File: src/rtl/seg_pkg.sv
// Shared seven-segment constants: hex glyph table (lit=1, gfedcba), reader states
// and the legal range of the stability count.
package seg_pkg;

    localparam logic [6:0] GLYPH_0 = 7'h3F;
    localparam logic [6:0] GLYPH_1 = 7'h06;
    localparam logic [6:0] GLYPH_2 = 7'h5B;
    localparam logic [6:0] GLYPH_3 = 7'h4F;
    localparam logic [6:0] GLYPH_4 = 7'h66;
    localparam logic [6:0] GLYPH_5 = 7'h6D;
    localparam logic [6:0] GLYPH_6 = 7'h7D;
    localparam logic [6:0] GLYPH_7 = 7'h07;
    localparam logic [6:0] GLYPH_8 = 7'h7F;
    localparam logic [6:0] GLYPH_9 = 7'h6F;
    localparam logic [6:0] GLYPH_A = 7'h77;
    localparam logic [6:0] GLYPH_B = 7'h7C;
    localparam logic [6:0] GLYPH_C = 7'h39;
    localparam logic [6:0] GLYPH_D = 7'h5E;
    localparam logic [6:0] GLYPH_E = 7'h79;
    localparam logic [6:0] GLYPH_F = 7'h71;

    // Indexed by digit value: GLYPH_TBL[d] is the lit pattern for hex digit d.
    localparam logic [15:0][6:0] GLYPH_TBL = {
        GLYPH_F, GLYPH_E, GLYPH_D, GLYPH_C, GLYPH_B, GLYPH_A, GLYPH_9, GLYPH_8,
        GLYPH_7, GLYPH_6, GLYPH_5, GLYPH_4, GLYPH_3, GLYPH_2, GLYPH_1, GLYPH_0
    };

    localparam int STABLE_MIN = 1;
    localparam int STABLE_MAX = 15;

    typedef enum logic [1:0] {
        ST_ACQUIRE = 2'd0,
        ST_LOCKED  = 2'd1,
        ST_PENDING = 2'd2
    } state_e;

    // Nibble-to-segment encoder for display drivers, sharing the same glyph table.
    function automatic logic [6:0] seg_encode(input logic [3:0] nib);
        return GLYPH_TBL[nib];
    endfunction

endpackage

File: src/rtl/seg_decode.sv
// Combinational reverse lookup: lit=1 segment pattern to hex digit plus legality.
module seg_decode
    import seg_pkg::*;
(
    input  logic [6:0] pat_i,
    output logic [3:0] digit_o,
    output logic       legal_o
);

    always_comb begin
        digit_o = 4'd0;
        legal_o = 1'b0;
        for (int i = 0; i < 16; i++) begin
            if (pat_i == GLYPH_TBL[i]) begin
                digit_o = 4'(i);
                legal_o = 1'b1;
            end
        end
    end

endmodule

File: src/rtl/segment_reader.sv
// Reads a multiplexed seven-segment display line set and recovers the shown hex
// digit once the pattern has been stable for STABLE_N sample strobes.
module segment_reader
    import seg_pkg::*;
#(
    parameter int STABLE_N   = 3,
    parameter bit ACTIVE_LOW = 1'b1
) (
    input  logic       clockFPGA,
    input  logic       RES,
    input  logic       sample_en,
    input  logic [6:0] seg_in,
    output logic [3:0] value,
    output logic       valid,
    output logic       error,
    output logic       change,
    output logic [7:0] change_count
);

    localparam int STABLE_C = (STABLE_N < STABLE_MIN) ? STABLE_MIN :
                              (STABLE_N > STABLE_MAX) ? STABLE_MAX : STABLE_N;
    localparam logic [3:0] STABLE_LIM = 4'(STABLE_C);

    logic [6:0] sync1_q, sync2_q, pat;
    logic [6:0] cand_q, cand_d, comm_q, comm_d;
    logic [3:0] cnt_q, cnt_d;
    state_e     state_q, state_d;
    logic       commit_q, commit_d;
    logic [3:0] value_q, value_d;
    logic       valid_q, valid_d, error_q, error_d, change_q, change_d;
    logic [7:0] cc_q, cc_d;
    logic [3:0] dec_digit;
    logic       dec_legal;

    assign pat = ACTIVE_LOW ? ~sync2_q : sync2_q;

    seg_decode u_dec (
        .pat_i   (comm_q),
        .digit_o (dec_digit),
        .legal_o (dec_legal)
    );

    // Candidate tracking and commit decision.
    always_comb begin
        cand_d   = cand_q;
        cnt_d    = cnt_q;
        comm_d   = comm_q;
        state_d  = state_q;
        commit_d = 1'b0;
        if (sample_en) begin
            if (pat != cand_q) begin
                cand_d = pat;
                cnt_d  = 4'd1;
                if (state_q == ST_LOCKED) state_d = ST_PENDING;
            end else if (cnt_q < STABLE_LIM) begin
                cnt_d = cnt_q + 4'd1;
            end
            // A steady LOCKED pattern keeps saturating without re-committing.
            if (cnt_d == STABLE_LIM && !(state_q == ST_LOCKED && pat == cand_q)) begin
                comm_d   = cand_d;
                state_d  = ST_LOCKED;
                commit_d = 1'b1;
            end
        end
    end

    // Output update one clock after the commit, from the decoded committed pattern.
    always_comb begin
        value_d  = value_q;
        valid_d  = valid_q;
        error_d  = error_q;
        cc_d     = cc_q;
        change_d = 1'b0;
        if (commit_q) begin
            if (dec_legal) begin
                value_d = dec_digit;
                valid_d = 1'b1;
                error_d = 1'b0;
                if (dec_digit != value_q || !valid_q) begin
                    change_d = 1'b1;
                    cc_d     = cc_q + 8'd1;
                end
            end else begin
                valid_d = 1'b0;
                error_d = 1'b1;
            end
        end
    end

    always_ff @(posedge clockFPGA or posedge RES) begin
        if (RES) begin
            sync1_q  <= '0;
            sync2_q  <= '0;
            cand_q   <= '0;
            cnt_q    <= '0;
            comm_q   <= '0;
            state_q  <= ST_ACQUIRE;
            commit_q <= 1'b0;
            value_q  <= '0;
            valid_q  <= 1'b0;
            error_q  <= 1'b0;
            change_q <= 1'b0;
            cc_q     <= '0;
        end else begin
            sync1_q  <= seg_in;
            sync2_q  <= sync1_q;
            cand_q   <= cand_d;
            cnt_q    <= cnt_d;
            comm_q   <= comm_d;
            state_q  <= state_d;
            commit_q <= commit_d;
            value_q  <= value_d;
            valid_q  <= valid_d;
            error_q  <= error_d;
            change_q <= change_d;
            cc_q     <= cc_d;
        end
    end

    assign value        = value_q;
    assign valid        = valid_q;
    assign error        = error_q;
    assign change       = change_q;
    assign change_count = cc_q;

endmodule

File: config.mk
export PLATFORM = sky130hd
export DESIGN_NAME = segment_reader
export DESIGN_NICKNAME = d
export VERILOG_FILES = /design/src/rtl/seg_pkg.sv /design/src/rtl/seg_decode.sv /design/src/rtl/segment_reader.sv
export SDC_FILE = /design/constraint.sdc
export NUM_CORES = 1
export LEC_CHECK = 0
export CAP_MARGIN = 5
export CORE_ASPECT_RATIO = 2
export CORE_MARGIN = 2
export CORE_UTILIZATION = 45
export DETAILED_ROUTE_END_ITERATION = 8
export GPL_TIMING_DRIVEN = 0
export PLACE_DENSITY = 0.66
export SETUP_SLACK_MARGIN = 0.05
export SLEW_MARGIN = 5
export SYNTH_ARGS = -nofsm -noshare
export SYNTH_HDL_FRONTEND = slang
export SYNTH_SLANG_ARGS = --single-unit
export TNS_END_PERCENT = 50
File: constraint.sdc
create_clock -name clockFPGA -period 4.9 [get_ports clockFPGA]
set_input_delay 0.49 -clock clockFPGA [delete_from_list [all_inputs] [get_ports clockFPGA]]
set_output_delay 0.49 -clock clockFPGA [all_outputs]
set_load 0.1 [all_outputs]
### Word level (Yosys, flattened, before mapping)

Index checks and enable logic that the tools add are counted.

* add/sub/neg operators: 2
* multipliers: 0
* div/mod/pow operators: 0
* $lt $le $gt $ge: 1
* equal/unequal tests: 21
* shift operators: 0
* muxes and demuxes: 45
* bitwise operators: 1
* reductions and logical operators: 11

Operators by type and width (count)
* $eq A7 B7 Y1 const B: 12
* $mux W4: 11
* $mux W1: 24
* $eq A7 B3 Y1 const B: 2
* $eq A7 B6 Y1 const B: 2
* $mux W3: 4
* $mux W2: 5
* $add A8 B1 Y8 const B: 1
* $eq A7 B7 Y1: 1
* $mux W7: 1
* $ne A7 B7 Y1: 1
* $not A7 Y7: 1
* $reduce_and A3 Y1: 2
* $add A4 B1 Y4 const B: 1
* $eq A4 B2 Y1 const B: 1
* $lt A4 B2 Y1 const B: 1
* $ne A4 B4 Y1: 1
* $reduce_and A2 Y1: 2
* $reduce_bool A2 Y1: 2
* $eq A2 B1 Y1 const B: 1
* $logic_and A1 B1 Y1: 2
* $logic_not A1 Y1: 2
* $logic_or A1 B1 Y1: 1

* register bits after elaboration: 50
* latch bits: 0
* bits in writable memories: 0
* bits in read-only memories: 0
* input bits: 10
* output and inout port bits: 15
* memories kept: 0

### Longest topological paths before layout

Gate-level depths: netlist of run 1.

* word-level depth: 21
* depth in mapped cells: 8
* mapped depth without buffers: 7

### Cells and area by module

A second synthesis of run 1 with hierarchy kept.

* cell total of the unflattened synthesis: 222
* area, all modules: 2384.8 um^2

By module, submodules not included
* segment_reader: instances 1, cells an instance 161, area an instance 1969.4 um^2
* seg_decode: instances 1, cells an instance 61, area an instance 415.4 um^2

### Least setup slack after synthesis of run 1

Ideal clock, no wire load.

* kind: register to register
* start: reg value_q[3], in the netlist value[3]
* end: reg cc_q[1], in the netlist change_count[1]
* setup time: 0.127 ns
* data arrival time: 2.203 ns
* setup slack: 2.570 ns
* stages on the path, launching flop included: 5
* clock period less this slack: 2.330 ns
* cells stage by stage: dfrtp_1 or3_4 a2111oi_4 a21oi_2 mux2_4

* cells in the longest elaborated chain, start to end: 3

Ends and longest elaborated chain
* start, declared: line segment_reader.sv:29 `logic [3:0] value_q, value_d;`
* start signal, assigned: line segment_reader.sv:112 `value_q <= value_d;`
* $ne A4 B4 Y1: line segment_reader.sv:79 `if (dec_digit != value_q || !valid_q) begin`
* $logic_or A1 B1 Y1: line segment_reader.sv:79
* $reduce_and A3 Y1 (no source line)
* end signal, assigned: line segment_reader.sv:103 `cc_q <= '0;`
* end signal, assigned: line segment_reader.sv:116 `cc_q <= cc_d;`
* end, declared: line segment_reader.sv:31 `logic [7:0] cc_q, cc_d;`

No other way between the ends.
A chain may end at the register's enable or synchronous reset.

### Final worst setup path of run 1

* start: reg comm_q[2]
* end: reg cc_q[1], in the netlist change_count[1]

* cells in the longest elaborated chain, start to end: 19

Ends and longest elaborated chain
* start, declared: line segment_reader.sv:25 `logic [6:0] cand_q, cand_d, comm_q, comm_d;`
* start signal, assigned: line segment_reader.sv:109 `comm_q <= comm_d;`
* $eq A7 B3 Y1: line seg_decode.sv:14 `if (pat_i == GLYPH_TBL[i]) begin`
* $mux W1: line seg_decode.sv:14
* $mux W2 (2 in series): line seg_decode.sv:14
* $mux W3 (4 in series): line seg_decode.sv:14
* $mux W4 (8 in series): line seg_decode.sv:14
* $ne A4 B4 Y1: line segment_reader.sv:79
* $logic_or A1 B1 Y1: line segment_reader.sv:79
* $reduce_and A3 Y1 (no source line) (*)

Every way passes the cells marked *; elsewhere a longest branch is shown, timed or not.

==> metrics.txt, run 1 <==
Synth top cells by count=dfrtp_1 (50), nand2_1 (19), o21ai_0 (15), a21oi_1 (14); mux contribution to synthesized area=1.51%; r2r startpoint=comm_q[2]; Tmin final=2.63 ns; largest net degree at the start of global routing=32; Finish-stage setup viols=0; CP bufs+invs=1; Netlist cell types=53; H-tree levels=2; Synth Area in Simple Gates=16.2%; post-synthesis sequential area ratio=54.0%; fin nets=255; GRT overflow=0; Worst Reg-to-Reg Cells=8; latest clock arrival within the worst-skew pair=0.30 ns; reg-to-reg endpoint=change_count[1]; total power=764 µW; Worst setup EP type=flip-flop; post-placement cell count=294; FMAX=0.381 GHz; ANT nets after route=0; YS warnings=0; dpl hpwl=3010 µm; Syn Std Cell Area=2320 µm²; Placer Congestion=0.818; Max Slew Vio Count=0; Tot GR Track Use=16.7%; placed cell area=2640 µm²; final wirelength=4190 µm; initial antenna violation count=0; max_slew headroom=34.9%; Max rail drop VDD=0.280 mV; clock tree root driver cell=clkbuf_8; Post-CTS Hold Buffers=0; leakage power=0.00124 µW; Worst Setup SP=comm_q[2]; critical path class=flip-flop to flip-flop; CTS tree=done; Inserted Diodes=0; Post-Synth XOR/XNOR Area=6.04%; Hold WC Path Type=flip-flop to flip-flop; Syn Inst Count=212; Syn Nets=224; Startpoint Class=flip-flop; Post-synth EDFFs=0; slew at the pin with the worst max-slew slack=0.973 ns; Yosys reg bits=50; Crit path required time=5.09 ns; routed length per instance=13.9 µm; Final Hold Vio Count=0; DRC=0; cts bufs inserted=5; fin cells=302; share of layout cells above drive strength 1=11.5%; die width=54.8 µm; Max-cap violations=0; period utilisation layout=53.6%; die area=5780 µm²; ys async rst share=100%; # rows=37; first-pass GRT wire length=7250 µm; R2R setup slack=2.27 ns; via count=1653; crit path DAT=2.82 ns; Yosys top cell area share=54.0%; Setup WS pre-CTS=2.32 ns; CP Cell Sequence=buf_2 > nand3b_2 > nor4b_2 > or2_1 > o21ai_0 > a2111oi_4 > a21oi_2 > mux2_4; main area contributors after synthesis=dfrtp_1 (54%), xor2_1 (3.8%), o21ai_0 (3.2%), nand2_1 (3.1%), a21oi_1 (3.0%); post-route cell area=2760 µm²; Crit path largest cell delay=0.57 ns; Setup WS post-layout=2.27 ns; initial core utilization=45.9%; crit-path max FO=10; complex-gate fraction of the synthesized area=16.7%; via-per-instance ratio=5.47; drt first-iter violations=34; Worst Clk Skew=0.00829 ns; port buffer count=23; status=finished clean; critical path endpoint=change_count[1]; Die Ht=106 µm; setup_tns=0 ns; Worst path slowest cell=a2111oi_4; largest family of logic cells by synthesized area=compound AO/OA/AOI/OAI gates; RSZ-0062 raised after global routing=false; biggest area consumer among synthesized cells=dfrtp_1; CTS Buffer Depth=2; CTS resizes=0; Layout area overhead=18.9%; prevailing post-synth register cell=dfrtp_1; CP top delay family=compound AO/OA/AOI/OAI gates; syn avg cell area=10.9 µm²; CORE AREA=5050 µm²; TritonRoute pass-1 iters=5; top-count cell post-synth=dfrtp_1; post-CTS setup repair buffer count=0; CTS clk-pin slew, worst paths=0.09 ns; number of global-route vias before repair=1613; clk sinks=50; WP depth=8; Post-Synth Adder-Cell Area=1.08%; IO Pins=25; pwr/cell area=277 nW/µm²
[registers in the layout, indices dropped and copies added (netlist names)]
signal        flops
change            1
sync2_q           7
cnt_q             4
cand_q            7
value             4
error             1
valid             1
change_count      8
comm_q            7
commit_q          1
sync1_q           7
state_q           2
[cells by family (layout without fill, tap and decap cells)]
group | count (synthesis) | after routing
DFF | 50 | 50
buffers and inverters | 21 | 53
adders and majority gates | 2 | 2
xor gates and xnor gates | 16 | 16
AOI/OAI and AO/OA | 55 | 55
and+or+nand+nor | 65 | 65
muxes | 3 | 3
[placed cells by master (no fill, tap or decap), drive strengths merged, types with 2 or more instances in the layout]
cell	instances
dfrtp	50
clkdlybuf4s50	23
nand2	19
o21ai	16
a21oi	16
inv	12
xor2	10
buf	9
clkbuf	8
nor2	7
xnor2	6
a211oi	6
nor3b	4
nand3	4
nor3	3
nor4	3
or3b	3
nor2b	3
or3	3
and3	2
a22o	2
and2	2
a31oi	2
nand4b	2
nand2b	2
o21a	2
mux2i	2
ha	2
a2111oi	2
nand3b	2
o211ai	2
[metrics by stage]
stage / hold WS, ns / utilization, %
CTS: 0.357 / 54.6
global placement: 0.332 / 51.9
finish: 0.353 / 54.6
detailed placement: 0.336 / 52.3
global route: 0.364 / 54.6
floorplan: 0.331 / -
[worst min path at each step]
stage / from / end / cells past startpoint
final: sync1_q[5] / sync2_q[5] / 0
after global routing: sync1_q[1] / sync2_q[1] / 0
after CTS: sync1_q[5] / sync2_q[5] / 0
after detailed placement: sync1_q[5] / sync2_q[5] / 0
after global placement: sync1_q[3] / sync2_q[3] / 0
after floorplan: sync1_q[0] / sync2_q[0] / 0
[final cells by class]
type / instances / area, µm²
repair buffers: 24 / 250
well taps: 58 / 72.6
clock buffers: 5 / 68.8
inverters: 10 / 37.5
flip-flops and latches: 50 / 1250
plain buffers: 11 / 66.3
multi-input cells: 141 / 963
clock inverters: 3 / 47.5
fillers: 458 / 2290
[layer usage]
layer / GRT usage [%] / up-vias / wire length [µm]
met5: 0 / - / 0
met4: 5.89 / 0 / 82
met3: 3.54 / 8 / 156
met2: 24.6 / 45 / 2050
met1: 24.0 / 786 / 1890
li1: - / 814 / -
[report_power, final]
part / internal [µW] / total [µW] / leakage (µW) / switching (µW)
combinational: 16.6 / 35.4 / 0.000537 / 18.7
clock: 156 / 297 / 0.0000591 / 141
sequential: 424 / 432 / 0.000642 / 7.44
total: 597 / 764 / 0.00124 / 168
No activity file was read; power rests on OpenSTA's default activity.
==> run 2, diff against run 1 <==
Clock period 4.9 ns to 2.6 ns, I/O delays scaled along.
==> run 2 against run 1 <==
Against the previous run:
- final cell count rose by 0.99%
- worst hold slack lost 0.078 ns
- die area unchanged
==> metrics.txt, run 2 (synthesis gave the netlist of run 1 again) <==
status=finished clean; initial antenna violation count=0; Crit path required time=2.79 ns; Finish-stage setup viols=0; fin nets=258; ANT nets after route=0; Max Slew Vio Count=0; Placer Congestion=0.818; Final Hold Vio Count=0; via-per-instance ratio=5.38; crit-path max FO=6; via count=1642; largest net degree at the start of global routing=32; CTS clk-pin slew, worst paths=0.10 ns; clock tree root driver cell=clkbuf_8; FF/Latch Area=1250 µm²; P_int=1120 µW; die width=54.8 µm; IO Pins=25; clock share of power=38.8%; final wirelength=4210 µm; Tmin final=2.48 ns; Worst Hold Margin=0.275 ns; initial core utilization=45.9%; routed length per instance=13.8 µm; pwr/cell area=508 nW/µm²; total power=1440 µW; number of flip-flops in the largest register=8; Layout area overhead=22.2%; Inserted Diodes=0; switching share of power=21.8%; share of layout cells above drive strength 1=15.0%; clk sinks=50; CTS tree=done; Worst Clk Skew=0.00848 ns; GRT overflow=0; crit path DAT=2.67 ns; dpl hpwl=3010 µm; Die Ht=106 µm; area of the multi-input gates=1010 µm²; port buffer count=23; Tot GR Track Use=16.9%; # rows=37; max_slew headroom=34.9%; leakage power=0.00124 µW; commonest non-fill, non-tap cells in the layout=dfrtp_1 (50), clkdlybuf4s50_1 (23), nand2_1 (19); TritonRoute pass-1 iters=4; Net Sw Power=314 µW; setup_tns=0 ns; Hold WC Path Type=input pin to async pin; share of power burned in registers=56.5%; R2R setup slack=0.12 ns; number of global-route vias before repair=1641; FMAX=0.403 GHz; first-pass GRT wire length=7290 µm; critical path class=flip-flop to flip-flop; drt first-iter violations=32; number of fill cells=453; Startpoint Class=flip-flop; Max-cap violations=0; DRC=0; Max rail drop VDD=0.527 mV; H-tree levels=2; Worst setup EP type=flip-flop; period utilisation layout=95.5%; die area=5780 µm²; RSZ-0062 raised after global routing=true; CTS Buffer Depth=2; CORE AREA=5050 µm²; commonest non-fill, non-tap cell in the layout=dfrtp_1; Comb pwr share=4.7%; slew at the pin with the worst max-slew slack=0.973 ns; latest clock arrival within the worst-skew pair=0.30 ns; cts bufs inserted=5
run 2: cell count changes in the layout (fill, tap and decap cells not counted), sizes merged:
cell	previous run	this run
buf	9	11
clkbuf	8	9
run 2: metal layers:
layer	wire (µm)	part of all wire, %	global-route usage (%)	vias to the layer above
li1	-	-	-	814
met1	1910	45	23.9	788
met2	2070	49	25.2	34
met3	158	3.8	3.54	6
met4	64	1.5	5.89	0
met5	0	0	0	-
run 2: cell type report:
| cell class | count | share of cell area (%) |
|---|---|---|
| multi-input combinational | 141 | 35.8 |
| timing repair buffer | 27 | 9.63 |
| sequential | 50 | 44.2 |
| buffer | 11 | 2.43 |
| inverter | 10 | 1.33 |
| clock buffer | 5 | 2.43 |
| clock inverter | 3 | 1.68 |
| tap | 58 | 2.56 |
run 2: critical path: stages (launching register included):
cell and delay [ns]:
dfrtp_1 0.43, or3b_1 0.45, a21oi_1 0.15, o21ba_2 0.21, o21ai_0 0.17, a2111oi_4 0.36
buf_4 0.20, a21oi_2 0.09, mux2_4 0.32
run 2: path summary, 6_finish.rpt:
path                            start  cells after the start               to
setup / recovery            comm_q[1]                      8  change_count[1]
hold / removal                    RES                      2         commit_q
setup reg to reg            comm_q[1]                      8  change_count[1]
hold reg to reg            sync1_q[5]                      0       sync2_q[5]
max in group asynchronous         RES                      3        cand_q[6]
min in group clockFPGA      sample_en                      2        cand_q[6]
run 2: through the flow:
stage	util [%]	setup slack [ns]	area, µm²	instances
3_3_place_gp	51.9	0.0528	2620	293
5_1_grt	56.1	0.0316	2830	305
3_5_place_dp	52.3	0.0212	2640	294
4_1_cts	54.9	0.0485	2770	304
2_1_floorplan	-	0.270	2320	212
6_report	56.1	0.118	2830	305
run 2: power by group through the flow:
stage          clock, µW  combinational, µW  sequential [µW]
2_1_floorplan          0               41.5              828
6_report             558               66.9              813
5_1_grt              607               77.7              817
3_3_place_gp           0               63.5              829
4_1_cts              573               69.0              814
3_5_place_dp           0               68.9              829
run 2: repair_timing:
item / 4_1_cts / 5_1_grt
endpoints found under the hold margin: 0 / 0
endpoints found under the setup margin: 2 / 15
gates cloned: 0 / 0
hold buffers: 0 / 0
buffers inserted: 2 / 1
gates resized for setup: 0 / 10
pin swaps: 1 / 3
==> run 3, diff against run 2 <==
--- a/config.mk
+++ b/config.mk
@@ -15,3 +15,2 @@
 export SETUP_SLACK_MARGIN = 0.05
-export SLEW_MARGIN = 5
 export SYNTH_ARGS = -nofsm -noshare
--- a/constraint.sdc
+++ b/constraint.sdc
@@ -3,2 +3,2 @@
 set_output_delay 0.26 -clock clockFPGA [all_outputs]
-set_load 0.1 [all_outputs]
+set_load 0.02 [all_outputs]
==> results of run 3 <==
The final DEF is identical to that of run 2. Status: finished clean.
